File: src/rtl/biss_line_delay_ctrl_pkg.sv
// Shared types and constants for the BiSS-C line-delay calibration controller.
package biss_line_delay_ctrl_pkg;

  typedef enum logic [2:0] {
    ST_IDLE,
    ST_WAIT_IDLE,
    ST_REQ,
    ST_WAIT_MA,
    ST_MEASURE,
    ST_RESULT,
    ST_ERR
  } state_t;

  localparam logic [1:0] ERR_NONE      = 2'd0;
  localparam logic [1:0] ERR_STUCK_LOW = 2'd1;
  localparam logic [1:0] ERR_NO_MA     = 2'd2;
  localparam logic [1:0] ERR_TIMEOUT   = 2'd3;

  function automatic int clog2(input int value);
    int result;
    result = 0;
    for (int i = 0; i < 31; i++) begin
      if ((1 << i) < value) result = i + 1;
    end
    return result;
  endfunction

endpackage

File: src/rtl/biss_line_delay_ctrl_bit_sync.sv
// Multi-stage synchroniser for an asynchronous single-bit line with configurable reset level.
module biss_line_delay_ctrl_bit_sync #(
  parameter int   STAGES    = 2,
  parameter logic RESET_VAL = 1'b1
) (
  input  logic clk,
  input  logic rst_n,
  input  logic i_d,
  output logic o_q
);

  logic [STAGES-1:0] r_sync;

  always_ff @(posedge clk or negedge rst_n) begin
    if (!rst_n) begin
      r_sync <= {STAGES{RESET_VAL}};
    end else begin
      r_sync[0] <= i_d;
      for (int i = 1; i < STAGES; i++) begin
        r_sync[i] <= r_sync[i-1];
      end
    end
  end

  assign o_q = r_sync[STAGES-1];

endmodule

File: src/rtl/biss_line_delay_ctrl.sv
// Measures MA-to-ACK round-trip delay over several frames, averages it and programs the
// SLO sampling delay line tap.
module biss_line_delay_ctrl
  import biss_line_delay_ctrl_pkg::*;
#(
  parameter int CNT_W        = 8,
  parameter int MEAS_LOG2    = 2,
  parameter int TIMEOUT_CLK  = 255,
  parameter int SYNC_STAGES  = 2,
  parameter int MAX_TAPS     = 64,
  parameter int DEFAULT_TAPS = 0,
  localparam int TAP_W       = clog2(MAX_TAPS)
) (
  input  logic             clk,
  input  logic             rst_n,
  input  logic             i_start,
  input  logic             i_slo_in,
  input  logic             i_ma_edge,
  output logic             o_meas_req,
  output logic             o_busy,
  output logic             o_done,
  output logic             o_error,
  output logic [1:0]       o_err_code,
  output logic             o_sat,
  output logic [TAP_W-1:0] o_tap_sel
);

  localparam int ACC_W = CNT_W + MEAS_LOG2;
  localparam int RUN_W = MEAS_LOG2 + 1;
  localparam int RUNS  = 1 << MEAS_LOG2;

  state_t             r_state;
  state_t             w_state_next;
  logic [CNT_W-1:0]   r_wait;
  logic [CNT_W-1:0]   r_cnt;
  logic [ACC_W-1:0]   r_acc;
  logic [RUN_W-1:0]   r_run;
  logic [1:0]         r_err_kind;
  logic               r_done;
  logic               r_error;
  logic [1:0]         r_err_code;
  logic               r_sat;
  logic [TAP_W-1:0]   r_tap_sel;

  logic               w_slo_s;
  logic               w_timeout;
  logic               w_last_run;
  logic               w_accept;
  logic               w_sample;
  logic               w_meas_req;
  logic               w_finish_ok;
  logic               w_finish_err;
  logic [1:0]         w_err_kind;
  logic [CNT_W-1:0]   w_comp;
  logic [CNT_W-1:0]   w_contrib;
  logic [CNT_W-1:0]   w_avg;
  logic               w_clip;
  logic [TAP_W-1:0]   w_tap;

  biss_line_delay_ctrl_bit_sync #(
    .STAGES    (SYNC_STAGES),
    .RESET_VAL (1'b1)
  ) u_slo_sync (
    .clk   (clk),
    .rst_n (rst_n),
    .i_d   (i_slo_in),
    .o_q   (w_slo_s)
  );

  assign w_timeout  = (r_wait == CNT_W'(TIMEOUT_CLK));
  assign w_last_run = (r_run == RUN_W'(RUNS - 1));
  // Raw count includes the synchroniser latency; remove it and floor at zero.
  assign w_comp     = (r_cnt > CNT_W'(SYNC_STAGES)) ? (r_cnt - CNT_W'(SYNC_STAGES)) : '0;
  assign w_contrib  = (r_state == ST_MEASURE) ? w_comp : '0;
  assign w_avg      = r_acc[ACC_W-1:MEAS_LOG2];
  assign w_clip     = (w_avg > CNT_W'(MAX_TAPS - 1));
  assign w_tap      = w_clip ? TAP_W'(MAX_TAPS - 1) : w_avg[TAP_W-1:0];

  always_ff @(posedge clk or negedge rst_n) begin
    if (!rst_n) r_state <= ST_IDLE;
    else        r_state <= w_state_next;
  end

  always_comb begin
    w_state_next = r_state;
    w_accept     = 1'b0;
    w_sample     = 1'b0;
    w_meas_req   = 1'b0;
    w_finish_ok  = 1'b0;
    w_finish_err = 1'b0;
    w_err_kind   = ERR_NONE;
    case (r_state)
      ST_IDLE: begin
        if (i_start) begin
          w_accept     = 1'b1;
          w_state_next = ST_WAIT_IDLE;
        end
      end
      ST_WAIT_IDLE: begin
        if (w_slo_s) begin
          w_state_next = ST_REQ;
        end else if (w_timeout) begin
          w_state_next = ST_ERR;
          w_err_kind   = ERR_STUCK_LOW;
        end
      end
      ST_REQ: begin
        w_meas_req   = 1'b1;
        w_state_next = ST_WAIT_MA;
      end
      ST_WAIT_MA: begin
        if (i_ma_edge) begin
          // ACK already visible at the MA edge: a zero-length measurement.
          if (!w_slo_s) begin
            w_sample     = 1'b1;
            w_state_next = w_last_run ? ST_RESULT : ST_WAIT_IDLE;
          end else begin
            w_state_next = ST_MEASURE;
          end
        end else if (w_timeout) begin
          w_state_next = ST_ERR;
          w_err_kind   = ERR_NO_MA;
        end
      end
      ST_MEASURE: begin
        if (w_timeout) begin
          w_state_next = ST_ERR;
          w_err_kind   = ERR_TIMEOUT;
        end else if (!w_slo_s) begin
          w_sample     = 1'b1;
          w_state_next = w_last_run ? ST_RESULT : ST_WAIT_IDLE;
        end
      end
      ST_RESULT: begin
        w_finish_ok  = 1'b1;
        w_state_next = ST_IDLE;
      end
      ST_ERR: begin
        w_finish_err = 1'b1;
        w_state_next = ST_IDLE;
      end
      default: w_state_next = ST_IDLE;
    endcase
  end

  always_ff @(posedge clk or negedge rst_n) begin
    if (!rst_n) begin
      r_wait     <= '0;
      r_cnt      <= '0;
      r_acc      <= '0;
      r_run      <= '0;
      r_err_kind <= ERR_NONE;
      r_done     <= 1'b0;
      r_error    <= 1'b0;
      r_err_code <= ERR_NONE;
      r_sat      <= 1'b0;
      r_tap_sel  <= TAP_W'(DEFAULT_TAPS);
    end else begin
      if ((w_state_next != r_state) || (r_state == ST_IDLE)) r_wait <= '0;
      else                                                   r_wait <= r_wait + CNT_W'(1);

      r_done <= w_finish_ok | w_finish_err;

      if (w_accept) begin
        r_error    <= 1'b0;
        r_err_code <= ERR_NONE;
        r_sat      <= 1'b0;
        r_acc      <= '0;
        r_run      <= '0;
      end

      // The MA edge cycle counts as zero, so the count already reads 1 in the next cycle.
      if ((r_state == ST_WAIT_MA) && i_ma_edge) r_cnt <= CNT_W'(1);
      else if (r_state == ST_MEASURE)           r_cnt <= r_cnt + CNT_W'(1);

      if (w_sample) begin
        r_acc <= r_acc + ACC_W'(w_contrib);
        r_run <= r_run + RUN_W'(1);
      end

      if ((w_state_next == ST_ERR) && (r_state != ST_ERR)) r_err_kind <= w_err_kind;

      if (w_finish_ok) begin
        r_tap_sel <= w_tap;
        r_sat     <= w_clip;
      end

      if (w_finish_err) begin
        r_error    <= 1'b1;
        r_err_code <= r_err_kind;
      end
    end
  end

  assign o_meas_req = w_meas_req;
  assign o_busy     = (r_state != ST_IDLE);
  assign o_done     = r_done;
  assign o_error    = r_error;
  assign o_err_code = r_err_code;
  assign o_sat      = r_sat;
  assign o_tap_sel  = r_tap_sel;

endmodule
File: config.mk
export PLATFORM = sky130hd
export DESIGN_NAME = biss_line_delay_ctrl
export DESIGN_NICKNAME = d
export VERILOG_FILES = /design/src/rtl/biss_line_delay_ctrl_pkg.sv /design/src/rtl/biss_line_delay_ctrl_bit_sync.sv /design/src/rtl/biss_line_delay_ctrl.sv
export SDC_FILE = /design/constraint.sdc
export NUM_CORES = 1
export LEC_CHECK = 0
export BUFFER_PORTS_ARGS = -buffer_cell sky130_fd_sc_hd__buf_2
export CAP_MARGIN = 20
export CORE_MARGIN = 4
export CORE_UTILIZATION = 55
export CTS_CLUSTER_DIAMETER = 40
export DETAILED_ROUTE_END_ITERATION = 12
export PLACE_DENSITY = 0.73
export SKIP_CTS_REPAIR_TIMING = 1
export SLEW_MARGIN = 20
export SYNTH_ARGS = -nofsm -noshare
export SYNTH_HDL_FRONTEND = slang
export SYNTH_SLANG_ARGS = --single-unit
File: constraint.sdc
create_clock -name clk -period 3.3 [get_ports clk]
set_clock_uncertainty 0.1 [all_clocks]
set_input_delay 0.66 -clock clk [delete_from_list [all_inputs] [get_ports clk]]
set_output_delay 0.66 -clock clk [all_outputs]
set_load 0.01 [all_outputs]
After elaboration in Yosys (flattened, before gate mapping)
Cells that the tools add are included.

Add/subtract/negate cells: 5. Order comparisons: 2. Equality and inequality tests: 11. Mux-type cells: 39. Bitwise gates (word level): 1. Reduce and logical (&&, ||, !) cells: 9.

Operators by type and width (number): two-way mux 8 bit (5); two-way mux 3 bit (10); two-way mux 10 bit (2); adder 8 x 1 -> 8 bit (second input constant) (2); case mux 3 bit (5 select lines) (1); two-way mux 1 bit (13); == test 3 bit (second input constant) (4); adder 10 x 8 -> 10 bit (1); two-way mux 2 bit (5); == test 3 x 2 -> 1 bit (second input constant) (3); == test 8 bit (second input constant) (1); > comparator 8 x 2 -> 1 bit (second input constant) (1); > comparator 8 x 6 -> 1 bit (second input constant) (1); nonzero test 2 bit (4); subtractor 8 x 2 -> 8 bit (second input constant) (1); two-way mux 6 bit (1); case mux 2 bit (3 select lines) (1); adder 3 x 1 -> 3 bit (second input constant) (1); == test 3 x 1 -> 1 bit (second input constant) (1); logical NOT 3 bit (1); inequality test 3 bit (1); inequality test 3 bit (second input constant) (1); nonzero test 3 bit (1); logical AND 1 bit (2); 3 further kinds (3).

Flip-flop bits (word level): 47. Input bits: 5. Output and inout bits: 13.

Depth between registers and ports, before layout
Word-level depth: 8. Mapped depth: 13. Depth with buffers taken out: 13.

Modules after synthesis
A second synthesis with hierarchy kept.

Cell total of the unflattened synthesis: 291. Area total of the unflattened synthesis: 2708.8 sq um.

Modules (own cells, without submodules): biss_line_delay_ctrl (instances 1, cells an instance 289, area each 2656.3 sq um, seq. area each 1126.1 sq um); biss_line_delay_ctrl_bit_sync (instances 1, cells an instance 2, area each 52.6 sq um, seq. area each 52.6 sq um).

Worst setup path after synthesis
Ideal clock, no wire load.

Kind: flip-flop to flip-flop. Start: register r_cnt[4]. End: register r_acc[8]. Library setup time: 79 ps. Data arrival time: 2838 ps. Required time: 3121 ps. Slack: 282 ps. Stages on the path, launching flop included: 12. Path buffers: 0. Period minus slack after synthesis: 3018 ps. Cells stage by stage: dfrtp_1 or4_4 o41ai_4 nor2_1 ha_1 inv_1 fa_1 nor2b_1 o31ai_1 a21oi_1 o311ai_1 mux2i_1.

Cells in the longest elaborated chain, start to end: 5. Elaborated cells between the ends (all ways): 6. Those cells by class: add/sub: 2; order compare: 1; mux: 3.

Ends and longest elaborated chain: start, declared (RTL line biss_line_delay_ctrl.sv:35) `logic [CNT_W-1:0] r_cnt;`; start signal, assigned (RTL line biss_line_delay_ctrl.sv:174) `else if (r_state == ST_MEASURE) r_cnt <= r_cnt + CNT_W'(1);`; subtractor 8 x 2 -> 8 bit / > comparator 8 x 2 -> 1 bit (equally long branches) (RTL line biss_line_delay_ctrl.sv:73) `assign w_comp = (r_cnt > CNT_W'(SYNC_STAGES)) ? (r_cnt - CNT_W'(SYNC_STAGES)) : '0;`; two-way mux 8 bit * (RTL line biss_line_delay_ctrl.sv:73); two-way mux 8 bit * (RTL line biss_line_delay_ctrl.sv:74) `assign w_contrib = (r_state == ST_MEASURE) ? w_comp : '0;`; adder 10 x 8 -> 10 bit * (RTL line biss_line_delay_ctrl.sv:177) `r_acc <= r_acc + ACC_W'(w_contrib);`; two-way mux 10 bit * (RTL line biss_line_delay_ctrl.sv:176) `if (w_sample) begin`; end signal, assigned (RTL line biss_line_delay_ctrl.sv:177); end, declared (RTL line biss_line_delay_ctrl.sv:36) `logic [ACC_W-1:0] r_acc;`.

Every way passes the cells marked *; elsewhere a longest branch is shown, timed or not. A chain may end at the register's enable or synchronous reset.

Final worst setup path
Start: register r_cnt[5]. End: register r_acc[9].

The elaborated chain is that of the path after synthesis.

==> impl_metrics.toml <==
[final_layout]
final_net_count = 341
finish.instance_area_sq_mm = 0.00297
num_antenna_cells = 0
layout.cells.non_filler = 388
n_fill_cell = 409
fin_util_pct = 62.4
syn2layout_area_growth_pct = 9.00
drive_above_1_share_pct = 12.8

[power_and_ir_drop]
power.switching_mw = 0.676
p_total_mw = 1.72
p_sw_share_pct = 39.2
comb_power_share_pct = 36.3
clock_power_share_pct = 19.8
power_density_mw_per_mm2 = 580
p_leak_nw = 1.40
p_int_mw = 1.05
peakVddDrop_mv = 0.317
seqPwrFrac_pct = 43.9

[worst_setup_path]
critPathBufInv = 1
end_kind = "flip-flop"
worstPathCellList = "or4_4 > o41ai_4 > nand2b_1 > inv_2 > ha_1 > a211oi_1 > or2_2 > a211oi_1 > o211ai_1 > mux2i_1"
crit-reg2reg-launch = "r_cnt[5]"
cp-start-kind = "flip-flop"
reg2reg_depth = 10
arrival_ns = 3.16
cp_common_cell = "a211oi_1"
crit_type = "flip-flop to flip-flop"
critPathLaunch = "r_cnt[5]"
cpMaxStageDelayCell = "or4_4"
critical_path_peak_fanout = 5
crit_required_ns = 3.43
rrSetupSlack_ns = 0.27
max_stage_delay_ns = 0.56
reg2reg_to = "r_acc[9]"
crit_family = "simple AND/OR/NAND/NOR gates"

[job]
cap_violations = 0

[routing]
drt_iter0_markers = 168
viasPerCell = 5.45
drtPass1Iterations = 4
routed_wl_um = 5360
antenna_left = 0
drc = 0
routed-via-count = 2113
wl_per_cell_um = 13.8

[logic_synthesis]
synth_top_family_by_area = "simple AND/OR/NAND/NOR gates"
synth_ff_type = "dfrtp_1"
ys_types = 49
yosys_warnings = 0
synth_async_sr_flop_share_pct = 100
synthesis.nets = 325
synth-xor-area-share_pct = 6.75
synthAdderAreaFrac_pct = 7.63
syn_inst = 304
synth_seq_cells = 47
synth_edf_count = 0
syn_avg_cell_area_sq_um = 8.96
syn_area_sq_mm = 0.00272
seq_area_frac_synth_pct = 43.3
synth_compound_area_share_pct = 16.1
yosys.area_share.simple_pct = 21.7
synth_mux_area_share_pct = 0.735

[clocking]
clockBufferDepth = 2
worst_skew_pair.late_latency_ns = 0.30
clock-sinks = 47
htreeDepth = 2
clockRootBuffer = "clkbuf_8"
path_clk_slew_ns = 0.09
cts_tree = "built"
numCtsBuffers = 5

[placement]
dp_cells = 380
gp_congestion = 0.894
dp_hpwl_um = 3840
place_area_sq_mm = 0.00287
port_buffers = 17

[floorplan]
io_pins = 18
die-area_sq_mm = 0.00614
die_h_um = 78.4
die-width_um = 78.4
initial_utilization_pct = 57.3
core_sq_mm = 0.00475
rows = 25

[timing]
grt_setup_unrepaired = "false"
slew_headroom_pct = 58.2
setup_viol = 0
slew_violations = 0
fin_crit_sh_pct = 91.8
tns_ns = 0
period_minus_slack_ns = 3.03
hold_viol = 0
fmax_ghz = 0.330
worst_slew_pin_slew_ns = 0.624

[global_route]
grt_pass1_wl_um = 9920
grt_pass1_vias = 2195
antenna_found_initial = 0
overflow = 0
grt_max_degree = 48
track_usage_pct = 20.1

[hold_path]
hold_path_class = "input port to asynchronous set/reset pin"

[outcome]
outcome = "finished clean"
==> cell type report <==
class | count | area [sq um] | share of cell area, %
flip-flops and latches | 47 | 1180 | 39.7
clock inverters | 1 | 5.00 | 0.169
multi-input cells | 233 | 1460 | 49.1
repair buffers | 22 | 125 | 4.21
clock buffers | 7 | 76.3 | 2.57
inverters | 11 | 41.3 | 1.39
well taps | 67 | 83.8 | 2.82
==> worst max path at each step <==
stage / endpoint / slack, ns / depth (start not counted)
CTS: r_acc[9] / 0.10 / 9
finish: r_acc[9] / 0.27 / 10
floorplan: r_acc[8] / 0.28 / 11
global route: r_acc[9] / 0.06 / 10
global placement: r_acc[9] / 0.21 / 9
detailed placement: r_acc[9] / 0.12 / 9
==> worst register-to-register path: stages (launching register included) <==
cell,delay [ns]
dfrtp_1,0.44
or4_4,0.56
o41ai_4,0.28
nand2b_1,0.23
inv_2,0.04
ha_1,0.28
a211oi_1,0.33
or2_2,0.21
a211oi_1,0.08
o211ai_1,0.21
mux2i_1,0.19
==> power groups by stage <==
| stage | Sequential (mW) | Combinational (mW) | Clock [mW] |
|---|---|---|---|
| global placement | 0.763 | 0.617 | 0 |
| finish | 0.757 | 0.625 | 0.341 |
| global route | 0.772 | 0.722 | 0.375 |
| detailed placement | 0.768 | 0.623 | 0 |
| CTS | 0.756 | 0.628 | 0.352 |
| floorplan | 0.738 | 0.488 | 0 |
==> kinds of logic after synthesis <==
family                   count (synthesis)
XOR/XNOR                                21
buffers and inverters                   24
multiplexers                             2
AND/OR/NAND/NOR                        123
adder cells (fa/ha/maj)                 16
AO/OA/AOI/OAI                           71
flip-flops                              47
==> synth_stat cells (all sizes together), types with 3 or more instances <==
library cell  number  area (sq um)
o21a               3          22.5
and3               4          25.0
nand2b             3          18.8
nand3             21           105
inv               11          41.3
nor2              39           146
clkbuf             7          26.3
o22ai              3          18.8
nor3b              3          33.8
xnor2             13           114
xor2               8          70.1
a21oi             18          90.1
a211oi             3          22.5
a21o               3          22.5
o21ai             29           145
ha                15           188
nand2             32           120
buf                6          37.5
nor2b              6          37.5
dfrtp             45          1130
or2                4          25.0
nand4              4          25.0
==> stage by stage <==
step	hold slack, ns	setup slack [ns]
6_report	0.246	0.269
5_1_grt	0.263	0.0639
4_1_cts	0.261	0.102
3_5_place_dp	0.248	0.117
3_3_place_gp	0.246	0.206
2_1_floorplan	0.245	0.282
==> layer usage <==
layer / wire length (um) / global-route usage, % / vias to the layer above
li1: - / - / 1077
met1: 2730 / 27.5 / 1008
met2: 2420 / 32.1 / 20
met3: 111 / 3.10 / 8
met4: 91 / 8.04 / 0
met5: 0 / 0 / -
==> flip-flops by register name, summed over array words and instances (netlist names) <==
| name | count |
|---|---|
| o_done | 1 |
| o_err_code | 2 |
| o_error | 1 |
| o_sat | 1 |
| o_tap_sel | 6 |
| r_acc | 10 |
| r_cnt | 8 |
| r_err_kind | 2 |
| r_run | 3 |
| r_state | 3 |
| r_wait | 8 |
| u_slo_sync.r_sync | 2 |
==> cell usage in the layout (no fill, tap or decap), types with 3 or more instances in the layout <==
master and n:
dfrtp_1 45, o22ai_1 3, buf_2 16, o21ai_1 3, and3_1 4, xor2_1 8
nand4_1 4, or2_2 4, a211oi_1 3, nor2_1 39, inv_1 10, xnor2_1 13
nand2_1 32, nand2b_1 3, buf_4 6, a21oi_1 18, a21o_1 3, o21a_1 3
clkbuf_8 5, ha_1 15, o21ai_0 26, nand3_1 21, nor2b_1 6
Note: power is estimated with default switching activity, not from simulation.
